==> config.mk <==
export PLATFORM = sky130hd
export DESIGN_NAME = piradspi_target_engine_flat
export DESIGN_NICKNAME = d
export VERILOG_FILES = /design/src/rtl/piradspi_target_engine_if.sv /design/src/rtl/piradspi_target_engine.sv /design/src/flat_wrapper.sv
export SDC_FILE = /design/constraint.sdc
export NUM_CORES = 1
export LEC_CHECK = 0
export CAP_MARGIN = 20
export CELL_PAD_IN_SITES_DETAIL_PLACEMENT = 0
export CELL_PAD_IN_SITES_GLOBAL_PLACEMENT = 2
export CORE_AREA = 2 2 188 116
export DETAILED_ROUTE_END_ITERATION = 16
export DIE_AREA = 0 0 190 118
export PLACE_DENSITY_LB_ADDON = 0.1
export SLEW_MARGIN = 10
export SYNTH_ARGS = -nofsm -noshare
export SYNTH_HDL_FRONTEND = slang
export SYNTH_SLANG_ARGS = --single-unit
==> constraint.sdc <==
create_clock -name clk -period 4.75 [get_ports clk]
set_input_delay 0.95 -clock clk [delete_from_list [all_inputs] [get_ports clk]]
set_output_delay 0.95 -clock clk [all_outputs]
set_load 0.02 [all_outputs]
==> src/rtl/piradspi_target_engine_if.sv <==
// Stream bundle between the PiRadSPI target engine and its user logic.
// The engine consumes transmit words on s_axis and produces received words on m_axis.
interface piradspi_target_engine_if #(
    parameter int DATA_WIDTH = 32
);
    logic [DATA_WIDTH-1:0] s_axis_tdata;
    logic                  s_axis_tvalid;
    logic                  s_axis_tready;
    logic [DATA_WIDTH-1:0] m_axis_tdata;
    logic                  m_axis_tvalid;
    logic                  m_axis_tready;

    modport master (
        output s_axis_tdata, s_axis_tvalid, m_axis_tready,
        input  s_axis_tready, m_axis_tdata, m_axis_tvalid
    );

    modport slave (
        input  s_axis_tdata, s_axis_tvalid, m_axis_tready,
        output s_axis_tready, m_axis_tdata, m_axis_tvalid
    );
endinterface

==> src/rtl/piradspi_target_engine.sv <==
// SPI target engine: oversampled SCLK/CSN/MOSI, MSB-first word deserializer/serializer.
// Define PIRADSPI_TARGET_PARTIAL_FLUSH_EN to push a left-aligned partial word at transaction end.
module piradspi_target_engine #(
    parameter int DATA_WIDTH      = 32,
    parameter int SYNC_STAGES     = 2,
    parameter int BIT_COUNT_WIDTH = 16
) (
    input  logic                       clk,
    input  logic                       rstn,
    input  logic                       cpol_i,
    input  logic                       cpha_i,
    input  logic                       sclk_i,
    input  logic                       csn_i,
    input  logic                       mosi_i,
    output logic                       miso_o,
    output logic                       miso_oe_o,
    piradspi_target_engine_if.slave    axis,
    output logic                       xfer_done_o,
    output logic [BIT_COUNT_WIDTH-1:0] xfer_bits_o,
    output logic                       overrun_o,
    output logic                       underrun_o
);
    localparam int IDX_W = $clog2(DATA_WIDTH);

    typedef enum logic [1:0] {S_IDLE, S_LOAD, S_ACTIVE, S_END} state_e;
    state_e state_q, state_d;

    logic [SYNC_STAGES-1:0] sclk_sync_q, csn_sync_q, mosi_sync_q;
    logic                   sclk_prev_q, csn_prev_q;
    logic                   sclk_s, csn_s, mosi_s;
    logic                   csn_fall, csn_rise, lead, trail, sample_edge, shift_edge;

    logic                       cpol_q, cpol_d, cpha_q, cpha_d;
    logic [DATA_WIDTH-1:0]      tx_q, tx_d, rx_q, rx_d, mdata_q, mdata_d;
    logic [IDX_W-1:0]           idx_q, idx_d;
    logic [BIT_COUNT_WIDTH-1:0] bitcnt_q, bitcnt_d, xbits_q, xbits_d;
    logic                       miso_q, miso_d, oe_q, oe_d, mvalid_q, mvalid_d;
    logic                       done_q, done_d, ovr_q, ovr_d, und_q, und_d;
    logic                       s_tready, reload, push, m_hs;
    logic [DATA_WIDTH-1:0]      push_word, load_word;

    // Synchronizers reset to the idle pin levels so reset looks like CSN high.
    always_ff @(posedge clk) begin
        if (!rstn) begin
            sclk_sync_q <= {SYNC_STAGES{cpol_i}};
            csn_sync_q  <= '1;
            mosi_sync_q <= '0;
            sclk_prev_q <= cpol_i;
            csn_prev_q  <= 1'b1;
        end else begin
            sclk_sync_q <= {sclk_sync_q[SYNC_STAGES-2:0], sclk_i};
            csn_sync_q  <= {csn_sync_q[SYNC_STAGES-2:0], csn_i};
            mosi_sync_q <= {mosi_sync_q[SYNC_STAGES-2:0], mosi_i};
            sclk_prev_q <= sclk_sync_q[SYNC_STAGES-1];
            csn_prev_q  <= csn_sync_q[SYNC_STAGES-1];
        end
    end

    assign sclk_s      = sclk_sync_q[SYNC_STAGES-1];
    assign csn_s       = csn_sync_q[SYNC_STAGES-1];
    assign mosi_s      = mosi_sync_q[SYNC_STAGES-1];
    assign csn_fall    = csn_prev_q & ~csn_s;
    assign csn_rise    = ~csn_prev_q & csn_s;
    assign lead        = (sclk_s ^ cpol_q) & ~(sclk_prev_q ^ cpol_q);
    assign trail       = ~(sclk_s ^ cpol_q) & (sclk_prev_q ^ cpol_q);
    assign sample_edge = cpha_q ? trail : lead;
    assign shift_edge  = cpha_q ? lead : trail;
    assign load_word   = axis.s_axis_tvalid ? axis.s_axis_tdata : '0;
    assign m_hs        = mvalid_q & axis.m_axis_tready;

`ifdef PIRADSPI_TARGET_PARTIAL_FLUSH_EN
    logic [IDX_W:0] flush_sh;
    assign flush_sh = (IDX_W+1)'(DATA_WIDTH) - {1'b0, idx_q};
`endif

    always_ff @(posedge clk) begin
        if (!rstn) state_q <= S_IDLE;
        else       state_q <= state_d;
    end

    always_comb begin
        state_d = state_q;
        case (state_q)
            S_IDLE:   if (csn_fall) state_d = S_LOAD;
            S_LOAD:   state_d = csn_rise ? S_END : S_ACTIVE;
            S_ACTIVE: if (csn_rise) state_d = S_END;
            S_END:    state_d = S_IDLE;
            default:  state_d = S_IDLE;
        endcase
    end

    always_comb begin
        cpol_d    = cpol_q;
        cpha_d    = cpha_q;
        tx_d      = tx_q;
        rx_d      = rx_q;
        idx_d     = idx_q;
        bitcnt_d  = bitcnt_q;
        miso_d    = miso_q;
        oe_d      = oe_q;
        mvalid_d  = mvalid_q;
        mdata_d   = mdata_q;
        done_d    = 1'b0;
        xbits_d   = xbits_q;
        ovr_d     = ovr_q;
        und_d     = und_q;
        s_tready  = 1'b0;
        reload    = 1'b0;
        push      = 1'b0;
        push_word = rx_q;
        case (state_q)
            S_IDLE: begin
                miso_d = 1'b0;
                oe_d   = 1'b0;
                if (csn_fall) begin
                    cpol_d   = cpol_i;
                    cpha_d   = cpha_i;
                    bitcnt_d = '0;
                    idx_d    = '0;
                    ovr_d    = 1'b0;
                    und_d    = 1'b0;
                end
            end
            S_LOAD: reload = 1'b1;
            S_ACTIVE: begin
                // A CSN rise wins over any SCLK edge seen in the same cycle.
                if (!csn_rise) begin
                    if (sample_edge) begin
                        rx_d = {rx_q[DATA_WIDTH-2:0], mosi_s};
                        if (bitcnt_q != '1) bitcnt_d = bitcnt_q + 1'b1;
                        if (idx_q == IDX_W'(DATA_WIDTH-1)) begin
                            idx_d     = '0;
                            push      = 1'b1;
                            push_word = rx_d;
                        end else begin
                            idx_d = idx_q + 1'b1;
                        end
                    end else if (shift_edge && idx_q != '0) begin
                        tx_d   = tx_q << 1;
                        miso_d = tx_d[DATA_WIDTH-1];
                    end else if (shift_edge && bitcnt_q != '0) begin
                        reload = 1'b1;
                    end
                end
            end
            S_END: begin
                miso_d  = 1'b0;
                oe_d    = 1'b0;
                done_d  = 1'b1;
                xbits_d = bitcnt_q;
`ifdef PIRADSPI_TARGET_PARTIAL_FLUSH_EN
                if (idx_q != '0) begin
                    push      = 1'b1;
                    push_word = rx_q << flush_sh;
                end
`endif
            end
            default: ;
        endcase

        if (reload) begin
            s_tready = 1'b1;
            tx_d     = load_word;
            miso_d   = load_word[DATA_WIDTH-1];
            oe_d     = 1'b1;
            if (!axis.s_axis_tvalid) und_d = 1'b1;
        end

        // Single holding register: a new word only lands if the slot is free or draining now.
        if (push) begin
            if (!mvalid_q || m_hs) begin
                mdata_d  = push_word;
                mvalid_d = 1'b1;
            end else begin
                ovr_d = 1'b1;
            end
        end else if (m_hs) begin
            mvalid_d = 1'b0;
        end
    end

    always_ff @(posedge clk) begin
        if (!rstn) begin
            cpol_q   <= 1'b0;
            cpha_q   <= 1'b0;
            idx_q    <= '0;
            bitcnt_q <= '0;
            miso_q   <= 1'b0;
            oe_q     <= 1'b0;
            mvalid_q <= 1'b0;
            mdata_q  <= '0;
            done_q   <= 1'b0;
            xbits_q  <= '0;
            ovr_q    <= 1'b0;
            und_q    <= 1'b0;
        end else begin
            cpol_q   <= cpol_d;
            cpha_q   <= cpha_d;
            idx_q    <= idx_d;
            bitcnt_q <= bitcnt_d;
            miso_q   <= miso_d;
            oe_q     <= oe_d;
            mvalid_q <= mvalid_d;
            mdata_q  <= mdata_d;
            done_q   <= done_d;
            xbits_q  <= xbits_d;
            ovr_q    <= ovr_d;
            und_q    <= und_d;
        end
    end

    always_ff @(posedge clk) begin
        tx_q <= tx_d;
        rx_q <= rx_d;
    end

    assign miso_o             = miso_q;
    assign miso_oe_o          = oe_q;
    assign axis.s_axis_tready = s_tready;
    assign axis.m_axis_tdata  = mdata_q;
    assign axis.m_axis_tvalid = mvalid_q;
    assign xfer_done_o        = done_q;
    assign xfer_bits_o        = xbits_q;
    assign overrun_o          = ovr_q;
    assign underrun_o         = und_q;
endmodule

==> src/flat_wrapper.sv <==
// flat-port wrapper written by rule: the top's interface ports become plain ports
module piradspi_target_engine_flat 
#(
    parameter int DATA_WIDTH      = 32,
    parameter int SYNC_STAGES     = 2,
    parameter int BIT_COUNT_WIDTH = 16
)
  (clk, rstn, cpol_i, cpha_i, sclk_i, csn_i, mosi_i, miso_o, miso_oe_o, xfer_done_o, xfer_bits_o, overrun_o, underrun_o, axis_s_axis_tdata, axis_s_axis_tvalid, axis_m_axis_tready, axis_s_axis_tready, axis_m_axis_tdata, axis_m_axis_tvalid);
  piradspi_target_engine_if #(.DATA_WIDTH(DATA_WIDTH)) axis_i ();
  input  logic clk;
  input  logic rstn;
  input  logic cpol_i;
  input  logic cpha_i;
  input  logic sclk_i;
  input  logic csn_i;
  input  logic mosi_i;
  output logic miso_o;
  output logic miso_oe_o;
  output logic xfer_done_o;
  output logic [BIT_COUNT_WIDTH-1:0] xfer_bits_o;
  output logic overrun_o;
  output logic underrun_o;
  input wire logic [$bits(axis_i.s_axis_tdata)-1:0] axis_s_axis_tdata;
  input wire logic [$bits(axis_i.s_axis_tvalid)-1:0] axis_s_axis_tvalid;
  input wire logic [$bits(axis_i.m_axis_tready)-1:0] axis_m_axis_tready;
  output wire logic [$bits(axis_i.s_axis_tready)-1:0] axis_s_axis_tready;
  output wire logic [$bits(axis_i.m_axis_tdata)-1:0] axis_m_axis_tdata;
  output wire logic [$bits(axis_i.m_axis_tvalid)-1:0] axis_m_axis_tvalid;
  assign axis_i.s_axis_tdata = axis_s_axis_tdata;
  assign axis_i.s_axis_tvalid = axis_s_axis_tvalid;
  assign axis_i.m_axis_tready = axis_m_axis_tready;
  assign axis_s_axis_tready = axis_i.s_axis_tready;
  assign axis_m_axis_tdata = axis_i.m_axis_tdata;
  assign axis_m_axis_tvalid = axis_i.m_axis_tvalid;
  piradspi_target_engine #(.DATA_WIDTH(DATA_WIDTH), .SYNC_STAGES(SYNC_STAGES), .BIT_COUNT_WIDTH(BIT_COUNT_WIDTH)) u_core (.clk(clk), .rstn(rstn), .cpol_i(cpol_i), .cpha_i(cpha_i), .sclk_i(sclk_i), .csn_i(csn_i), .mosi_i(mosi_i), .miso_o(miso_o), .miso_oe_o(miso_oe_o), .axis(axis_i), .xfer_done_o(xfer_done_o), .xfer_bits_o(xfer_bits_o), .overrun_o(overrun_o), .underrun_o(underrun_o));
endmodule
Word level (Yosys, flattened, before mapping)
Cells that the tools add are included.
{ "totals": {"word_cells": 130, "output_inout_bits": 55, "regBits": 150} }
{ "op_classes": {"n_eq_ne": 16, "reduce_logical": 23, "mux": 57, "add_sub_neg": 2, "bitwise": 12} }
{ "ops": {"columns": ["op", "count"], "rows": [
  ["two-way mux 32 bit", 5],
  ["two-way mux 31 bit", 5],
  ["two-way mux 16 bit", 4],
  ["case mux 16 bit (2 select lines)", 1],
  ["two-way mux 1 bit", 31],
  ["two-way mux 5 bit", 4],
  ["adder 16 x 1 -> 16 bit, second input constant", 1],
  ["inequality test 16 bit, second input constant", 1],
  ["nonzero test 16 bit", 1],
  ["AND reduction 4 bit", 3],
  ["case mux 5 bit (2 select lines)", 1],
  ["nonzero test 2 bit", 5],
  ["inequality test 2 x 1 -> 1 bit, second input constant", 4],
  ["inequality test 2 bit, second input constant", 4],
  ["case mux 2 bit (4 select lines)", 1],
  ["AND reduction 2 bit", 4],
  ["two-way mux 2 bit", 3],
  ["inequality test 3 bit, second input constant", 2],
  ["adder 5 x 1 -> 5 bit, second input constant", 1],
  ["bitwise AND 1 bit", 5],
  ["== test 5 bit, second input constant", 1],
  ["NOT 1 bit", 5],
  ["AND reduction 5 bit", 1],
  ["nonzero test 5 bit", 1],
  ["12 further kinds", 16]
]} }

Logic depth before layout (Yosys ltp)
{ "depth": {"depth_word": 12, "mapped_depth": 9, "mapped_depth_nobuf": 9} }

Least setup slack after synthesis
OpenSTA, ideal clock, no wires.
{ "synth_path": {"path_type": "reg2reg", "startpoint": "reg u_core.state_q[0]", "endpoint": "reg u_core.tx_q[0] (enable)", "period_less_slack_ps": 3860, "path_stages_with_launch": 7, "setup_ps": 462, "path_buffers": 2, "arrival_ps": 3398, "setup_slack_ps": 890, "path_cell_list": "dfxtp_1 > inv_1 > ha_1 > clkbuf_1 > clkbuf_1 > nand3_1 > o21ai_0"} }
{ "synth_via": {"elab_chain_cells": 4, "word_cells_on_any_way": 8, "classes_between": "4 x eq/ne; 1 x mux; 3 x reduce/logical"} }
{ "synth_rtl": {"columns": ["element", "line_no", "rtl"], "rows": [
  ["start: declaration", "piradspi_target_engine.sv:26", "state_e state_q, state_d;"],
  ["start signal: assignment", "piradspi_target_engine.sv:78", "else state_q <= state_d;"],
  ["== test 2 bit or == test 2 x 1 -> 1 bit (tied branches)", "piradspi_target_engine.sv:111", "case (state_q)"],
  ["case mux 1 bit (2 select lines)", "piradspi_target_engine.sv:111", null],
  ["inequality test 2 bit (no source line) or nonzero test 2 bit (tied branches)", null, null],
  ["AND reduction 4 bit (no source line) *", null, null],
  ["end signal: assignment", "piradspi_target_engine.sv:213", "tx_q <= tx_d;"],
  ["end: declaration", "piradspi_target_engine.sv:34", "logic [DATA_WIDTH-1:0] tx_q, tx_d, rx_q, rx_d, mdata_q, mdata_d;"]
]} }
Mark *: on every way between the ends. The rest lies on a longest branch, timed or not.
A chain may end at the register's enable or synchronous reset.

Worst setup path in the final report
{ "layout_path": {"startpoint": "reg u_core.idx_q[0]", "endpoint": "out axis_s_axis_tready"} }
{ "layout_via": {"elab_chain_cells": 7} }
{ "layout_rtl": {"columns": ["element", "line_no", "rtl"], "rows": [
  ["start: declaration", "piradspi_target_engine.sv:35", "logic [IDX_W-1:0] idx_q, idx_d;"],
  ["start signal: assignment", "piradspi_target_engine.sv:199", "idx_q <= idx_d;"],
  ["nonzero test 5 bit", "piradspi_target_engine.sv:138", "end else if (shift_edge && idx_q != '0) begin"],
  ["logical AND 1 bit", "piradspi_target_engine.sv:138", null],
  ["two-way mux 1 bit", "piradspi_target_engine.sv:138", null],
  ["two-way mux 1 bit", "piradspi_target_engine.sv:128", "if (sample_edge) begin"],
  ["two-way mux 1 bit", "piradspi_target_engine.sv:127", "if (!csn_rise) begin"],
  ["case mux 1 bit (2 select lines)", "piradspi_target_engine.sv:111", null],
  ["two-way mux 1 bit", "piradspi_target_engine.sv:161", "if (reload) begin"],
  ["end: declaration", "flat_wrapper.sv:26", "output wire logic [$bits(axis_i.s_axis_tready)-1:0] axis_s_axis_tready;"]
]} }
No other way between the ends.

==> Implementation_results.wiki <==
{| class="wikitable"
! Metric !! Value
|-
| RSZ-0062 raised after global routing || false
|-
| Port buffer count || 95
|-
| Proportion of register bits with asynchronous set or reset after synthesis || 0
|-
| Postcts setup bufs || 0
|-
| Buffer depth of the longest clock path || 2
|-
| Count of endpoints failing setup in the final report || 0
|-
| Final core utilization || 0.382
|-
| DR vias || slightly above 4k
|-
| RePlAce Congestion || between 0.7 and 0.8
|-
| Syn-to-layout area delta || 29.6%
|-
| Synthesized flop and latch total || roughly 150
|-
| Full die area || about 22000 sq um
|-
| Cell type group with the largest total delay on the critical path || simple AND/OR/NAND/NOR gates
|-
| Vias per inst || roughly 4.4
|-
| Count of clock tree sinks || 149
|-
| Vias in the first global route || about 4.2k
|-
| DRT Pass-1 Iters || 4
|-
| Source-to-sink clock delay at the later pin of the worst-skew pair || approximately 420 ps
|-
| Final critical path time including I/O delays and setup || roughly 3700 ps
|-
| Type of element capturing the critical path || primary output
|-
| Critical path buffers and inverters || 3
|-
| Final Max Slew Viols || 0
|-
| Share of the yosys chip area belonging to registers || 0.591
|-
| CTS resizes || 0
|-
| Area taken by multi-input logic gates || 2330 sq um
|-
| Chip width || approximately 190 microns
|-
| Class of the most critical setup path || reg2out
|-
| GRT Total Usage || 0.125
|-
| Number of top-level design ports || between 90 and 100
|-
| Final Cycle Share || 0.780
|-
| Total grt overflow || 0
|-
| CP required || ~3800 ps
|-
| Total Nets Final || 694
|-
| Root buffer cell || sky130_fd_sc_hd__clkbuf_16
|-
| Level count of the clock H-tree || 4
|-
| Transition time at the pin with the least slew margin || 1050 ps
|-
| Power per standard cell area || slightly above 400 nW/um^2
|-
| Core Box Area || between 20000 and 25000 sq um
|-
| Starting DRT DRC Count || slightly below 200
|-
| Path type of the worst min-delay path || reg2reg
|-
| Post-CTS Hold Buffers || 0
|-
| CP Data Arrival Time || 2750 ps
|-
| Fraction of post-synthesis cell area in the top cell type by area || 0.305
|-
| Post-synthesis average cell area || ~11 sq um
|-
| Synthesis warning total || 0
|-
| TritonCTS clock tree || done
|-
| Area taken by flip-flops and latches || around 3600 sq um
|-
| Maximum number of pins on one net before global-route repair || 64
|-
| Achievable frequency || ~0.27 GHz
|-
| Number of cells on the critical path || 7
|-
| Main flop type after synthesis || sky130_fd_sc_hd__dfxtp_1
|-
| Max-cap violations || 0
|-
| Placed wire-length estimate after detailed placement || just over 9 mm
|-
| Fill count || ~2.0k
|-
| Setup WS pre-CTS || about 1400 ps
|-
| Total chip power || ~3200 uW
|-
| Maximum vdd drop || approximately 240 uV
|-
| Top fanout value on the critical path || 5
|-
| Worst path cell trace || inv_1 -> ha_1 -> nor4b_1 -> and4b_1 -> o21ai_4 -> inv_1 -> clkdlybuf4s50_1
|-
| Final Hold Fails || 0
|-
| Die Y || between 100 and 150 microns
|-
| First-pass GRT wire length || ~22 mm
|-
| Routed WL || between 10 and 15 mm
|-
| Unique masters post-synth || 54
|-
| Post-CTS clock slew at the launch and capture registers of the worst setup and hold paths || 60 ps
|-
| Synth Net Count || 601
|-
| Worst-case setup margin in the final layout || ~1000 ps
|-
| Ant. Diodes || 0
|-
| Static Leak || ~0.0030 uW
|-
| Antenna-violating nets left || 0
|-
| Number of antenna violations at the first check in global routing || 0
|-
| Cell depth of the worst hold path || 1
|-
| Number of synthesized flops with an enable pin || 62
|-
| Number of design rule violations left after detail routing || 0
|-
| Cells on worst reg2reg path || 9
|-
| Synthesized instance count || 550
|-
| Element type at the critical path start || flop
|-
| Outcome || finished clean
|-
| Wirelength per Cell || roughly 14 microns
|-
| Min Hold Slack || 407 ps
|-
| Library cell with the largest summed area after synthesis || sky130_fd_sc_hd__edfxtp_1
|-
| Effective utilization at floorplan || 0.295
|-
| Share of layout cells above drive strength 1 || 0.0701
|-
| Main area contributors after synthesis || sky130_fd_sc_hd__edfxtp_1 31%, sky130_fd_sc_hd__dfxtp_1 29%, sky130_fd_sc_hd__mux2i_1 8.5%
|-
| Post-route setup TNS || 0 ps
|-
| Maximum single-stage delay on the critical path || 630 ps
|-
| Worst setup skew after layout || 10.5 ps
|-
| Cell repeated most along the worst path || sky130_fd_sc_hd__inv_1
|-
| Relative slew slack || 0.303
|-
| Cell Rows || between 40 and 50
|-
| CTS buffer count || 17
|-
| Cell area after synthesis || approximately 6000 sq um
|-
| Cell type of the slowest stage on the worst timing path || sky130_fd_sc_hd__nor4b_1
|}
[flip-flops by register name, summed over array words and instances, names as in the netlist, 2 cells and up]
name and flops:
u_core.mosi_sync_q 2, u_core.bitcnt_q 16, u_core.idx_q 5, u_core.csn_sync_q 2, u_core.tx_q 31, u_core.state_q 2, u_core.rx_q 31, u_core.axis.m_axis_tdata 32
u_core.xfer_bits_o 16, u_core.sclk_sync_q 2
[where the power goes]
part / internal (uW) / switching (uW) / leakage [uW]
logic: 165 / 272 / 0.00143
clock network: 724 / 549 / 0.000266
registers: 1440 / 32.3 / 0.00126
total: 2330 / 854 / 0.00296
[worst reg2reg max path, delay by kind of cell, from the launching register on]
family                     cells  cell delay, ps
adders and majority gates      1             560
and+or+nand+nor                4             870
DFF                            1             350
buffers and inverters          3             810
muxes                          1             180
[synthesized netlist by cell type, types with 2 or more instances]
cell,number
sky130_fd_sc_hd__nand3_1,12
sky130_fd_sc_hd__o22ai_1,2
sky130_fd_sc_hd__a21boi_0,4
sky130_fd_sc_hd__edfxtp_1,62
sky130_fd_sc_hd__a21oi_1,13
sky130_fd_sc_hd__nor3_1,9
sky130_fd_sc_hd__clkbuf_1,16
sky130_fd_sc_hd__nand4b_1,2
sky130_fd_sc_hd__or3_1,3
sky130_fd_sc_hd__buf_2,5
sky130_fd_sc_hd__nor2b_1,56
sky130_fd_sc_hd__buf_6,3
sky130_fd_sc_hd__xnor2_1,7
sky130_fd_sc_hd__and2_1,6
sky130_fd_sc_hd__nand2_1,82
sky130_fd_sc_hd__clkbuf_2,2
sky130_fd_sc_hd__dfxtp_1,87
sky130_fd_sc_hd__o21ai_0,40
sky130_fd_sc_hd__and3_1,3
sky130_fd_sc_hd__and4_1,2
sky130_fd_sc_hd__nor4b_1,2
sky130_fd_sc_hd__a21boi_1,2
sky130_fd_sc_hd__nand4_1,4
sky130_fd_sc_hd__ha_1,10
sky130_fd_sc_hd__inv_1,11
sky130_fd_sc_hd__nor2_1,15
sky130_fd_sc_hd__nor4_1,2
sky130_fd_sc_hd__nand2b_1,9
sky130_fd_sc_hd__nor3b_1,3
sky130_fd_sc_hd__mux2i_1,52
[cells in the final DEF, fill, tap and decap left out, drive strengths merged, types with 5 or more instances in the layout]
cell type	instances
mux2i	53
a21oi	13
clkinv	8
nor2	15
buf	7
dfxtp	87
clkbuf	18
nand4	5
nand2b	9
nor3	10
a21boi	6
and2	6
clkdlybuf4s50	94
inv	14
xnor2	7
nand3	13
nand2	82
nor2b	56
ha	10
o21ai	42
edfxtp	62
[stage by stage]
| step | instance area (sq um) | cells |
|---|---|---|
| CTS | 7910 | 935 |
| global placement | 7300 | 901 |
| global route | 7910 | 935 |
| detailed placement | 7350 | 903 |
| finish | 7910 | 935 |
| floorplan | 6100 | 550 |
[path summary, 6_finish.rpt]
kind,end,from,slack (ps)
worst max register to register,u_core.axis.m_axis_tdata[30],u_core.state_q[0],1870
worst min-delay path,u_core.csn_sync_q[1],u_core.csn_sync_q[0],410
worst max-delay path,axis_s_axis_tready,u_core.idx_q[0],1050
worst min register to register,u_core.csn_sync_q[1],u_core.csn_sync_q[0],410
[kinds of logic (layout without fill, tap and decap cells)]
group / Yosys count / after routing / synth area share
muxes: 53 / 53 / 0.0876
adders and majority gates: 11 / 11 / 0.0221
buffers and inverters: 38 / 144 / 0.0291
AOI/OAI and AO/OA: 71 / 71 / 0.0683
DFF: 149 / 149 / 0.591
xor gates and xnor gates: 8 / 8 / 0.0115
and+or+nand+nor: 220 / 220 / 0.191
[area by class of cell]
cell class	instances	area share
clock buffers	18	0.0543
flip-flops and latches	149	0.456
repair buffers	101	0.129
multi-input cells	363	0.295
inverters	11	0.00522
clock inverters	14	0.0161
well taps	279	0.0442
[routing by layer]
| metal | track usage | wire length (microns) | share of wire |
|---|---|---|---|
| met5 | 0 | 0 | 0 |
| met4 | 0.0441 | 177 | 0.013 |
| met3 | 0.0376 | 551 | 0.041 |
| met2 | 0.177 | 5460 | 0.41 |
| met1 | 0.180 | 7190 | 0.54 |
No activity file was read; power rests on OpenSTA's default activity.
